**config.mk**
```make
export PLATFORM = sky130hd
export DESIGN_NAME = cr_had_trace_cnt
export DESIGN_NICKNAME = d
export VERILOG_FILES = /design/src/rtl/cr_had_pkg.sv /design/src/rtl/cr_had_trace_cnt.sv
export SDC_FILE = /design/constraint.sdc
export NUM_CORES = 1
export LEC_CHECK = 0
export ABC_CLOCK_PERIOD_IN_PS = 2000
export BUFFER_PORTS_ARGS = -buffer_cell sky130_fd_sc_hd__buf_4
export CORE_MARGIN = 8
export CORE_UTILIZATION = 25
export CTS_BUF_LIST = sky130_fd_sc_hd__clkbuf_16
export DETAILED_ROUTE_END_ITERATION = 7
export PLACE_DENSITY_LB_ADDON = 0.12
export SLEW_MARGIN = 10
export SYNTH_ARGS = -nofsm -noshare
export SYNTH_HDL_FRONTEND = slang
export SYNTH_SLANG_ARGS = --single-unit
export TNS_END_PERCENT = 10
```
**constraint.sdc**
```tcl
create_clock -name cpuclk -period 2 [get_ports cpuclk]
set_input_delay 0.1 -clock cpuclk [delete_from_list [all_inputs] [get_ports cpuclk]]
set_output_delay 0.1 -clock cpuclk [all_outputs]
set_load 0.01 [all_outputs]
```
**src/rtl/cr_had_pkg.sv**
```systemverilog
// Shared HAD definitions: trace-count FSM states and counter defaults.
package cr_had_pkg;

  localparam int CNT_WIDTH_DEF = 8;

  // A programmed count of zero would never expire, so it is stored as this value.
  localparam int ZERO_WR_VALUE = 1;

  typedef enum logic [1:0] {
    ST_IDLE  = 2'b00,
    ST_ARMED = 2'b01,
    ST_PEND  = 2'b10,
    ST_DBG   = 2'b11
  } trace_st_e;

endpackage

```
**src/rtl/cr_had_trace_cnt.sv**
```systemverilog
// HAD trace counter: counts qualifying retirements and raises a registered
// trace request on expiry, holding it until the IU acknowledges trace entry.
module cr_had_trace_cnt
  import cr_had_pkg::*;
#(
  parameter int CNT_WIDTH = CNT_WIDTH_DEF
) (
  input  logic                 cpuclk,
  input  logic                 hadrst,
  input  logic                 regs_trace_en,
  input  logic                 regs_trace_chgflw_only,
  input  logic                 regs_trace_cnt_wr,
  input  logic [CNT_WIDTH-1:0] regs_trace_cnt_wdata,
  input  logic                 iu_had_retire_vld,
  input  logic                 iu_had_chgflw_vld,
  input  logic                 iu_yy_xx_dbgon,
  input  logic                 iu_had_dbg_disable_for_tee,
  input  logic                 iu_had_trace_occur_vld,
  input  logic                 had_yy_xx_exit_dbg,
  output logic                 trace_ctrl_req,
  output logic                 trace_ctrl_req_for_dbg_disable,
  output logic [CNT_WIDTH-1:0] trace_regs_cnt,
  output logic                 trace_regs_pend
);

  localparam logic [CNT_WIDTH-1:0] CNT_ONE = CNT_WIDTH'(1);

  function automatic logic [CNT_WIDTH-1:0] norm_wdata(input logic [CNT_WIDTH-1:0] v);
    return (v == '0) ? CNT_WIDTH'(ZERO_WR_VALUE) : v;
  endfunction

  trace_st_e            state_p1;
  trace_st_e            state_nxt;
  logic [CNT_WIDTH-1:0] cnt_p1;
  logic [CNT_WIDTH-1:0] cnt_nxt;
  logic [CNT_WIDTH-1:0] sh_p1;
  logic [CNT_WIDTH-1:0] sh_nxt;
  logic [CNT_WIDTH-1:0] wr_val;
  logic                 ev;
  logic                 pend_nxt;
  logic                 req_p1;
  logic                 req_dis_p1;
  logic                 pend_p1;

  assign ev = iu_had_retire_vld && !iu_yy_xx_dbgon &&
              (!regs_trace_chgflw_only || iu_had_chgflw_vld);

  assign wr_val = norm_wdata(regs_trace_cnt_wdata);
  assign sh_nxt = regs_trace_cnt_wr ? wr_val : sh_p1;

  always_comb begin
    state_nxt = state_p1;
    cnt_nxt   = cnt_p1;
    if (!regs_trace_en) begin
      state_nxt = ST_IDLE;
      cnt_nxt   = sh_nxt;
    end else if (regs_trace_cnt_wr && state_p1 != ST_IDLE) begin
      // A rewrite restarts counting, but never pulls the core out of debug.
      cnt_nxt = wr_val;
      if (state_p1 != ST_DBG) begin
        state_nxt = ST_ARMED;
      end
    end else begin
      case (state_p1)
        ST_IDLE: begin
          state_nxt = ST_ARMED;
          cnt_nxt   = sh_nxt;
        end
        ST_ARMED: begin
          if (ev && cnt_p1 != '0) begin
            cnt_nxt = cnt_p1 - CNT_ONE;
            if (cnt_p1 == CNT_ONE) begin
              state_nxt = ST_PEND;
            end
          end
        end
        ST_PEND: begin
          // With debug TEE-disabled the IU can never take the trace; the next
          // qualifying retirement drops it and starts a fresh count.
          if (iu_had_dbg_disable_for_tee && ev) begin
            state_nxt = ST_ARMED;
            cnt_nxt   = sh_p1;
          end else if (iu_had_trace_occur_vld) begin
            state_nxt = ST_DBG;
          end
        end
        ST_DBG: begin
          if (had_yy_xx_exit_dbg) begin
            state_nxt = ST_ARMED;
            cnt_nxt   = sh_p1;
          end
        end
        default: begin
          state_nxt = ST_IDLE;
          cnt_nxt   = sh_p1;
        end
      endcase
    end
  end

  assign pend_nxt = (state_nxt == ST_PEND);

  // Stage p1: state, counter, shadow and the registered request outputs.
  always_ff @(posedge cpuclk) begin
    if (hadrst) begin
      state_p1   <= ST_IDLE;
      cnt_p1     <= CNT_ONE;
      sh_p1      <= CNT_ONE;
      req_p1     <= 1'b0;
      req_dis_p1 <= 1'b0;
      pend_p1    <= 1'b0;
    end else begin
      state_p1   <= state_nxt;
      cnt_p1     <= cnt_nxt;
      sh_p1      <= sh_nxt;
      req_p1     <= pend_nxt && !iu_had_dbg_disable_for_tee;
      req_dis_p1 <= pend_nxt && iu_had_dbg_disable_for_tee;
      pend_p1    <= pend_nxt;
    end
  end

  assign trace_ctrl_req                 = req_p1;
  assign trace_ctrl_req_for_dbg_disable = req_dis_p1;
  assign trace_regs_cnt                 = cnt_p1;
  assign trace_regs_pend                = pend_p1;

endmodule
```
# == After elaboration in Yosys (flattened, before gate mapping) ==
# Cells that the tools add are included.
# W data, S select, Z words.
# word_totals
input_bits,19
out_inout_bits,11
elab_cells,49
regBits,21
# op_classes
n_reduce_logical,16
n_eq_ne,9
mux,17
n_addsub,1
# op_table
operator,count
$mux W8,7
$pmux W8 S4,1
$mux W2,8
$ne A4 B4 Y1 const B,3
$eq A8 B1 Y1 const B,1
$logic_not A8 Y1,1
$pmux W2 S4,1
$reduce_bool A8 Y1,1
$sub A8 B1 Y8 const B,1
$logic_and A1 B1 Y1,7
$eq A2 B2 Y1 const B,3
$logic_not A1 Y1,3
$reduce_and A3 Y1,1
$eq A2 B1 Y1 const B,1
$logic_not A2 Y1,1
$ne A2 B2 Y1 const B,1
$reduce_bool A2 Y1,1
$logic_or A1 B1 Y1,1

# == Logic depth before layout (Yosys ltp) ==
# depth
ltp_word,10
depth_mapped,7
ltp_nobuf,7

# == Worst setup path after synthesis ==
# OpenSTA, ideal clock, no wires.
# synth_path
path_kind,reg-to-reg
startpoint,"register cnt_p1[4], in the netlist trace_regs_cnt[4]"
endpoint,"register cnt_p1[7], in the netlist trace_regs_cnt[7]"
synth_period_minus_slack_ns,1.560
t_arrival_ns,1.442
setup_ns,0.119
required_time_ns,1.881
path_buffers,0
path_stages_with_launch,6
slack_ns,0.440
cell_sequence,dfxtp_1 -> nor4_4 -> nand3_1 -> a21oi_2 -> nor2_1 -> o221a_2
# synth_via
elab_chain_cells,5
elab_cells_between_ends,9
cone_classes,add/sub (1); eq/ne (1); mux (4); reduce/logical (3)
# synth_lines
element,line,rtl
"start, declared",cr_had_trace_cnt.sv:34,logic [CNT_WIDTH-1:0] cnt_p1;
"start signal, assigned",cr_had_trace_cnt.sv:114,cnt_p1 <= cnt_nxt;
$sub A8 B1 Y8,cr_had_trace_cnt.sv:71,cnt_nxt = cnt_p1 - CNT_ONE;
$mux W8,cr_had_trace_cnt.sv:70,if (ev && cnt_p1 != '0) begin
$pmux W8 S4,cr_had_trace_cnt.sv:64,case (state_p1)
$mux W8,cr_had_trace_cnt.sv:57,end else if (regs_trace_cnt_wr && state_p1 != ST_IDLE) begin
$mux W8,cr_had_trace_cnt.sv:54,if (!regs_trace_en) begin
# Parallel ways exist; a longest one is shown, timed or not. The select of a mux whose other input is x is not followed.
# A chain may end at the register's enable or synchronous reset.

# == Worst setup path after layout ==
# layout_path
startpoint,register state_p1[0]
endpoint,"register cnt_p1[7], in the netlist trace_regs_cnt[7]"
# layout_via
elab_chain_cells,4
elab_cells_between_ends,13
cone_classes,eq/ne (6); mux (3); reduce/logical (4)
# layout_lines
element,line,rtl
"start, declared",cr_had_trace_cnt.sv:32,trace_st_e state_p1;
"start signal, assigned",cr_had_trace_cnt.sv:113,state_p1 <= state_nxt;
$eq A2 B2 Y1 (tied with other cells),cr_had_trace_cnt.sv:64,
$pmux W8 S4 / $logic_and A1 B1 Y1 (equally long branches),"cr_had_trace_cnt.sv:64, cr_had_trace_cnt.sv:57",
$mux W8 / $ne A4 B4 Y1 (equally long branches),-,
$mux W8 / $reduce_and A3 Y1 (equally long branches),-,
# Parallel ways exist; a longest one is shown, timed or not.

==> flow_metrics.env <==
export IMPL_fin_skew_ps=2.95
export IMPL_start_util_pct=25.8
export IMPL_cts_tree="built"
export IMPL_worstPathRequired_ps=2140
export IMPL_die_w_um=88.6
export IMPL_postCtsSetupRepairBufs=0
export IMPL_hold_path_class="in -> reg"
export IMPL_placed_cell_area_um2=1580
export IMPL_io_pin_count=30
export IMPL_powerDensity_nw_per_um2=686
export IMPL_ir_drop_uv=432
export IMPL_fin_crit_ps=1810
export IMPL_crit_type="reg -> reg"
export IMPL_htree_levels=1
export IMPL_grt_pass1_vias=1255
export IMPL_core_area_um2=5110
export IMPL_finalSetupViolCount=0
export IMPL_dp_hpwl_um=3070
export IMPL_grt_pass1_wl_um=6330
export IMPL_fillerInstances=562
export IMPL_slowest_stage="dfxtp_1"
export IMPL_netlist_area_um2=1320
export IMPL_path_delay_family="compound AO/OA/AOI/OAI gates"
export IMPL_syn_nets=176
export IMPL_synth_simple_area_share_pct=26.5
export IMPL_mostFrequentLayoutCells="buf_4, dfxtp_1, nor2_1, a21oi_1, nand2_1"
export IMPL_status="finished, final reports clean"
export IMPL_via_per_inst=5.24
export IMPL_drt_wl_total_um=3960
export IMPL_grt_usage_pct=10.2
export IMPL_dr_pass1_iters=4
export IMPL_final_common_cell="buf_4"
export IMPL_clockBufferDepth=2
export IMPL_drive_gt1_share_pct=24.4
export IMPL_fp_dieArea_um2=7850
export IMPL_cp_max_fo=12
export IMPL_drt_wirelength_per_cell_um=15.8
export IMPL_cp_num_buf_inv=0
export IMPL_tns_ps=0
export IMPL_min_period_over_period_pct=90.4
export IMPL_nNetsFinal=203
export IMPL_numCtsBuffers=3
export IMPL_cap_violations=0
export IMPL_end_kind="flop"
export IMPL_tightest_slew_ps=509
export IMPL_finalMaxSlewViolations=0
export IMPL_rsz0062_at_grt="false"
export IMPL_syn_avg_cell_area_um2=8.56
export IMPL_dominantRegCellSynth="dfxtp_1"
export IMPL_maxSlewHeadroom_pct=65.7
export IMPL_fmax_ghz=0.553
export IMPL_synth_edf_count=0
export IMPL_crit_chain="nand4bb_1, a21oi_2, nor2_1, o221a_2"
export IMPL_rows=26
export IMPL_cpPeakStageDelay_ps=560
export IMPL_cts_resized_gates=0
export IMPL_clock_sinks=21
export IMPL_detail_route_antenna_nets=0
export IMPL_finalHoldViolCount=0
export IMPL_place_ws_ps=221
export IMPL_synth_top_family_by_area="simple AND/OR/NAND/NOR gates"
export IMPL_port_buffers=29
export IMPL_clkTransAtPathRegs_ps=60
export IMPL_drt_initial_drc_count=81
export IMPL_synth_compound_area_share_pct=25.6
export IMPL_synth_xor_area_share_pct=3.32
export IMPL_die_h_um=88.6
export IMPL_areaGrowthSynthToFinish_pct=26.0
export IMPL_n_antenna_cell=0
export IMPL_gp_congestion=0.895
export IMPL_stdcell_area_um2=1660
export IMPL_fin_util_pct=32.5
export IMPL_drc_errors=0
export IMPL_synth_adder_area_share_pct=3.61
export IMPL_synth_cell_types=49
export IMPL_layout_setup_ws_ps=191
export IMPL_power_leakage_nw=0.660
export IMPL_async_flop_share_pct=0
export IMPL_yosys_warnings=0
export IMPL_ys_seq_area_share_pct=31.9
export IMPL_cp_start_kind="flop"
export IMPL_clk_latency_ps=250
export IMPL_grt_overflow_total=0
export IMPL_synthMuxAreaShare_pct=3.80
export IMPL_cts_root_buffer="clkbuf_16"
export IMPL_ys_ff_latch=21
export IMPL_grt_max_degree=31
export IMPL_worstPathArrival_ps=1950
export IMPL_num_vias=1309
export IMPL_hold_buffers=0
export IMPL_syn_instance_count=154
export IMPL_antenna_found_initial=0
[metal layers]
metal | global-route usage [%] | wire length [um]
met1 | 13.9 | 1960
met2 | 14.8 | 1680
met3 | 3.16 | 245
met4 | 3.38 | 71
met5 | 0 | 0
[worst paths after layout]
kind,end,slack (ps),startpoint,cells past startpoint
max,trace_regs_cnt[7],190,state_p1[0],4
max reg2reg,trace_regs_cnt[7],190,state_p1[0],4
min,trace_ctrl_req_for_dbg_disable,60,iu_had_dbg_disable_for_tee,2
min reg2reg,sh_p1[1],480,sh_p1[1],2
[synth_stat cells (2+ instances only)]
cell type  count  share of area (%)
buf_6          2                1.7
a21oi_1       10                3.8
o221ai_1       5                3.3
inv_1          5                1.4
o211ai_1       3                1.7
nor4_1         4                1.9
clkbuf_1       2               0.57
nand4_1        2               0.95
o21ai_0        7                2.7
nand3_1        6                2.3
o31ai_1        2                1.1
a32o_2         2                1.7
nor2b_1        2               0.95
and2_1         2               0.95
nor3b_1        2                1.1
mux2i_1        5                3.8
nand2b_1       3                1.4
buf_2          4                1.5
a211oi_1       2                1.1
xor2_1         4                2.7
or3_1          2               0.95
o311ai_0       2                1.3
dfxtp_1       21                 32
ha_1           3                2.8
nor2_1        16                4.6
nor3_1         5                1.9
nand2_1        8                2.3
a221oi_1       2                1.3
[power breakdown]
part / internal, mW / switching (mW)
sequential: 0.443 / 0.0370
clock: 0.269 / 0.159
combinational: 0.112 / 0.119
[worst reg2reg max path, stage by stage, from the launching register on]
cell and delay (ps):
dfxtp_1 560, nand4bb_1 360, a21oi_2 380, nor2_1 120
o221a_2 270
[through the flow]
| step | cells | power, mW | hold slack (ps) |
|---|---|---|---|
| floorplan | 154 | 0.622 | 172 |
| global placement | 246 | 0.720 | 317 |
| detailed placement | 246 | 0.719 | 319 |
| CTS | 250 | 1.15 | 56.0 |
| global route | 250 | 1.20 | 67.1 |
| finish | 250 | 1.14 | 58.0 |
[cell families after synthesis]
| group | Yosys count |
|---|---|
| XOR/XNOR | 5 |
| AO/OA/AOI/OAI | 46 |
| multiplexers | 5 |
| buffers and inverters | 13 |
| flip-flops | 21 |
| AND/OR/NAND/NOR | 60 |
| adder cells (fa/ha/maj) | 4 |
[sequential cells by signal, summed over array words and instances, names as in the netlist]
signal / count
state_p1: 2
trace_regs_pend: 1
trace_regs_cnt: 8
trace_ctrl_req_for_dbg_disable: 1
trace_ctrl_req: 1
sh_p1: 8
[layout make-up]
cell class	instances	area, um2	area share (%)
Clock buffer	3	75.1	4.52
Clock inverter	1	5.00	0.301
Inverter	5	18.8	1.13
Multi-Input combinational cell	120	828	49.9
Sequential cell	21	420	25.3
Tap cell	70	87.6	5.28
Timing Repair Buffer	30	225	13.6
No activity file was read; power rests on OpenSTA's default activity.
